$ cat src/rtl/rr_fifo_arbiter.sv
`default_nettype none
// ============================================================================
// Module   : rr_fifo_arbiter
// Brief    : Round-robin pop arbiter over NUM_CH FIFOs with enable mask,
//            burst hold and downstream pause.
// Revision : 1.0 - initial release
// ============================================================================
module rr_fifo_arbiter #(
    parameter int NUM_CH = 4,
    parameter int ID_W   = 2,
    parameter int BURST  = 1
) (
    input  logic              clk,
    input  logic              reset,
    input  logic [NUM_CH-1:0] empty,
    input  logic [NUM_CH-1:0] ch_en,
    input  logic              pause,
    output logic [NUM_CH-1:0] pop,
    output logic              valid_out,
    output logic [ID_W-1:0]   id_out,
    output logic              busy
);

    localparam int              c_slots    = 2 ** ID_W;
    localparam logic [3:0]      c_burst    = 4'(BURST);
    localparam logic [ID_W-1:0] c_last_rst = ID_W'(NUM_CH - 1);

    typedef enum logic [0:0] {
        S_ARB   = 1'b0,
        S_BURST = 1'b1
    } state_t;

    state_t          r_fsm;
    logic [3:0]      r_cnt;
    logic [ID_W-1:0] r_last;
    logic            r_valid;
    logic [ID_W-1:0] r_id;

    state_t          w_fsm_nxt;
    logic [3:0]      w_cnt_nxt;
    logic [ID_W-1:0] w_last_nxt;
    logic            w_valid_nxt;
    logic [ID_W-1:0] w_id_nxt;

    logic [c_slots-1:0] w_elig_pad;
    logic               w_scan_found;
    logic [ID_W-1:0]    w_scan_sel;
    logic               w_hold;
    logic [ID_W-1:0]    w_sel;
    logic               w_fire;

    // (base + off) mod NUM_CH; base < NUM_CH and off <= NUM_CH, so one subtract suffices
    function automatic logic [ID_W-1:0] wrap_add(input logic [ID_W-1:0] base, input int off);
        int s;
        s = int'(base) + off;
        if (s >= NUM_CH) begin
            s = s - NUM_CH;
        end
        return s[ID_W-1:0];
    endfunction

    // Padded to the full id range so r_last indexes it without width games
    always_comb begin
        w_elig_pad               = '0;
        w_elig_pad[NUM_CH-1:0]   = ~empty & ch_en;
    end

    // Descending loop: the nearest channel after r_last is written last and wins
    always_comb begin
        w_scan_found = 1'b0;
        w_scan_sel   = r_last;
        for (int k = NUM_CH; k >= 1; k--) begin
            if (w_elig_pad[wrap_add(r_last, k)]) begin
                w_scan_found = 1'b1;
                w_scan_sel   = wrap_add(r_last, k);
            end
        end
    end

    assign w_hold = (r_fsm == S_BURST) && w_elig_pad[r_last] && (r_cnt < c_burst);
    assign w_sel  = w_hold ? r_last : w_scan_sel;
    assign w_fire = !reset && !pause && (w_hold || w_scan_found);

    always_comb begin
        pop = '0;
        for (int i = 0; i < NUM_CH; i++) begin
            pop[i] = w_fire && (w_sel == ID_W'(i));
        end
    end

    always_comb begin
        w_fsm_nxt   = r_fsm;
        w_cnt_nxt   = r_cnt;
        w_last_nxt  = r_last;
        w_valid_nxt = 1'b0;
        w_id_nxt    = r_id;
        if (w_fire) begin
            w_valid_nxt = 1'b1;
            w_id_nxt    = w_sel;
            w_last_nxt  = w_sel;
            w_cnt_nxt   = ((w_sel == r_last) && (r_fsm == S_BURST)) ? (r_cnt + 4'd1) : 4'd1;
            w_fsm_nxt   = ((c_burst > 4'd1) && (w_cnt_nxt < c_burst)) ? S_BURST : S_ARB;
        end else if (!pause) begin
            w_fsm_nxt = S_ARB;
            w_cnt_nxt = 4'd0;
        end
        // A paused idle cycle keeps fsm/cnt/last so the burst resumes afterwards
    end

    always_ff @(posedge clk) begin
        if (reset) begin
            r_fsm   <= S_ARB;
            r_cnt   <= 4'd0;
            r_last  <= c_last_rst;
            r_valid <= 1'b0;
            r_id    <= '0;
        end else begin
            r_fsm   <= w_fsm_nxt;
            r_cnt   <= w_cnt_nxt;
            r_last  <= w_last_nxt;
            r_valid <= w_valid_nxt;
            r_id    <= w_id_nxt;
        end
    end

    assign valid_out = r_valid;
    assign id_out    = r_id;
    assign busy      = (r_fsm == S_BURST);

endmodule
`default_nettype wire

$ cat config.mk
export PLATFORM = sky130hd
export DESIGN_NAME = rr_fifo_arbiter
export DESIGN_NICKNAME = d
export VERILOG_FILES = /design/src/rtl/rr_fifo_arbiter.sv
export SDC_FILE = /design/constraint.sdc
export NUM_CORES = 1
export LEC_CHECK = 0
export CAP_MARGIN = 20
export CORE_AREA = 2 2 39 41
export CTS_BUF_LIST = sky130_fd_sc_hd__clkbuf_2 sky130_fd_sc_hd__clkbuf_4 sky130_fd_sc_hd__clkbuf_8
export CTS_CLUSTER_SIZE = 8
export DETAILED_ROUTE_END_ITERATION = 8
export DIE_AREA = 0 0 41 43
export PLACE_DENSITY = 0.67
export SKIP_LAST_GASP = 1
export SLEW_MARGIN = 40
export SYNTH_ARGS = -nofsm -noshare
export SYNTH_HDL_FRONTEND = slang
export SYNTH_SLANG_ARGS = --single-unit
$ cat constraint.sdc
create_clock -name clk -period 1.75 [get_ports clk]
set_clock_uncertainty 0.2 [all_clocks]
set_input_delay 0.35 -clock clk [delete_from_list [all_inputs] [get_ports clk]]
set_output_delay 0.35 -clock clk [all_outputs]
set_load 0.05 [all_outputs]
==> impl_metrics.toml <==
[worst_setup_path]
critPathRequiredTime_ns = 1.20
crit_chain = "dlygate4sd2_1 > nor2b_4 > a22oi_2 > o221ai_4 > nor2b_4 > buf_12"
rrSetupSlack_ns = 0.11
crit_top_cell = "nor2b_4"
worstPathMaxFanout = 5
slowest_stage = "o221ai_4"
cp-end-kind = "output pin"
crit_type = "input port to output pin"
cp-start-kind = "input port"
r2r-start = "r_last[0]"
crit_start = "ch_en[3]"
reg2reg_depth = 6
worstPathArrival_ns = 1.61
cpPeakStageDelay_ns = 0.29
r2r_end = "r_last[1]"

[global_route]
grt_max_degree = 6
antenna_found_initial = 0
grtUsageMet2 = 0.275
grtUsageTotal = 0.175
grt_use_met1 = 0.219
grtUsageMet3 = 0.0314
grt_pass1_wl_um = 2080
grt-ovfl-total = 0
grt_pass1_vias = 488
grt.busiest_layer = "met2"

[layout]
antenna_cells = 0
final_common_cell = "buf_4"
drive_gt1_frac = 0.597
multi_input_area_um2 = 410
nets = 89
syn_to_final_growth_pct = 136
fillers = 134
final_area_um2 = 882
layout.area.seq_um2 = 105
layout_common_cells = "9 x buf_4, 7 x buf_12, 5 x dlygate4sd2_1"

[place]
place_area_um2 = 787
dp_hpwl_um = 918
io_buffers = 17
routabilityCongestion = 0.705

[detailed_routing]
detail_route.wl_per_cell_um = 13.1
routed_via_density = 5.00
dr.first_iter.drc_count = 7
firstDrtPassIters = 2
drc = 0
drtAntennaViolNets = 0
via_count = 465
wirelength_um = 1220

[sta]
slew_viol_final = 0
whs_ns = 0.318
fin_ws_ns = -0.408
fmax_mhz = 463
hold_violations = 0
rsz0062_at_grt = "true"
fin_crit_ns = 2.16
setup_viol_count_final = 4
period_share = 1.23

[pwr]
vdd_ir_drop_max_mv = 0.373
p_seq_frac = 0.263
powerDensity_nw_per_um2 = 625
p_comb_frac = 0.465
power.internal_mw = 0.358
leakage_nw = 0.349
p_sw_mw = 0.194
clockPowerShare = 0.272
switching_share = 0.351

[floorplan]
die_w_um = 41
die_area_um2 = 1760
initial_core_util = 0.270
pin_count = 19
fp.dieH_um = 43
coreArea_um2 = 1380
fp-row-count = 14

[logic_synthesis]
synth_top_family_by_area = "compound AO/OA/AOI/OAI gates"
syn_inst = 47
synthAdderAreaFrac = 0
avgSynthCellArea_um2 = 7.96
synthMuxAreaShare = 0
ys_ff_latch = 5
yosysSeqAreaShare = 0.268
synth_area_um2 = 374
synth_xor_area_frac = 0
ys_warn_count = 0
synth_compound_area_frac = 0.365
synthDistinctLibCells = 22
synthesis.nets = 58
synthSimpleGateAreaFrac = 0.318

[clock_network]
htree_levels = 1
ctsHoldBuffers = 0
clock-sinks = 5
cts_root_buf = "clkbuf_4"
path_clk_slew_ns = 0.04
cts_made_buffers = 3
clock_latency_ns = 0.24
cts_tree = "yes"
clockBufferDepth = 2

[hold_path]
hp-class = "register to register"
hold_path_end = "id_out[0]"
hold_path.startpoint = "id_out[0]"
holdPathStages = 2

[outcome]
violations = "negative setup slack"
status = "complete, but fails checks"

[job]
max-cap-violations = 0
==> layer usage <==
metal	vias up	part of all wire
met5	-	0
met4	0	0.0082
met3	2	0.047
met2	12	0.55
met1	216	0.39
li1	235	-
==> cell type report <==
class                      instances  share of cell area
timing repair buffer              27               0.350
inverter                           2             0.00851
clock buffer                       4              0.0340
multi-input combinational         39               0.465
sequential                         5               0.119
tap                               16              0.0227
==> cells in the mapped netlist, drive strengths merged <==
| master | number | share of area |
|---|---|---|
| nand2b | 4 | 0.067 |
| o31a | 1 | 0.023 |
| nand3 | 1 | 0.013 |
| nand2 | 1 | 0.010 |
| nor3b | 2 | 0.067 |
| nor2 | 4 | 0.040 |
| dfxtp | 5 | 0.27 |
| o211ai | 2 | 0.040 |
| a311oi | 1 | 0.023 |
| conb | 1 | 0.010 |
| o21ai | 6 | 0.080 |
| buf | 1 | 0.020 |
| a211oi | 3 | 0.060 |
| o221ai | 1 | 0.040 |
| a22oi | 1 | 0.020 |
| inv | 2 | 0.020 |
| a21oi | 2 | 0.027 |
| o41a | 1 | 0.030 |
| or2b | 1 | 0.020 |
| o31ai | 1 | 0.020 |
| nor2b | 6 | 0.10 |
==> metrics by stage <==
step / instances / setup slack [ns] / utilization / setup TNS [ns] / power [mW]
CTS: 93 / -0.457 / 0.632 / -1.76 / 0.550
floorplan: 47 / -0.148 / - / -0.423 / 0.270
detailed placement: 87 / -0.794 / 0.569 / -4.65 / 0.377
finish: 93 / -0.408 / 0.637 / -1.56 / 0.551
global placement: 87 / -0.758 / 0.569 / -4.51 / 0.374
global route: 93 / -0.503 / 0.637 / -1.88 / 0.582
==> power groups by stage <==
stage / clock network, mW / logic [mW] / registers (mW)
floorplan: 0 / 0.107 / 0.163
global placement: 0 / 0.230 / 0.144
detailed placement: 0 / 0.232 / 0.145
CTS: 0.153 / 0.253 / 0.144
global route: 0.163 / 0.273 / 0.146
finish: 0.150 / 0.257 / 0.145
==> sequential cells by signal, indices dropped and copies added (netlist names) <==
name,flops
r_last,2
id_out,2
valid_out,1
==> critical path, delay by kind of cell <==
family                 cells  cell delay [ns]
buffers and inverters      2             0.38
AOI/OAI and AO/OA          2             0.39
and+or+nand+nor            2             0.49
==> how the worst max path moves through the flow <==
stage          endpoint  depth (start not counted)
5_1_grt          pop[1]                          5
3_3_place_gp     pop[3]                          6
6_report         pop[1]                          6
4_1_cts          pop[1]                          5
2_1_floorplan    pop[1]                          4
3_5_place_dp     pop[1]                          6
==> timing repair <==
| item | 4_1_cts | 5_1_grt |
|---|---|---|
| buffers inserted | 2 | 0 |
| pin swaps | 10 | 7 |
| endpoints found under the setup margin | 8 | 6 |
| gates resized for setup | 20 | 6 |
| hold endpoints to repair | 0 | 0 |
==> kinds of logic (layout without fill, tap and decap cells) <==
kind of cell / count (synthesis) / count (layout)
AND/OR/NAND/NOR: 19 / 19
flip-flops: 5 / 5
other: 1 / 1
buffers and inverters: 3 / 33
AO/OA/AOI/OAI: 19 / 19
Power figures use the tool's default switching activity.
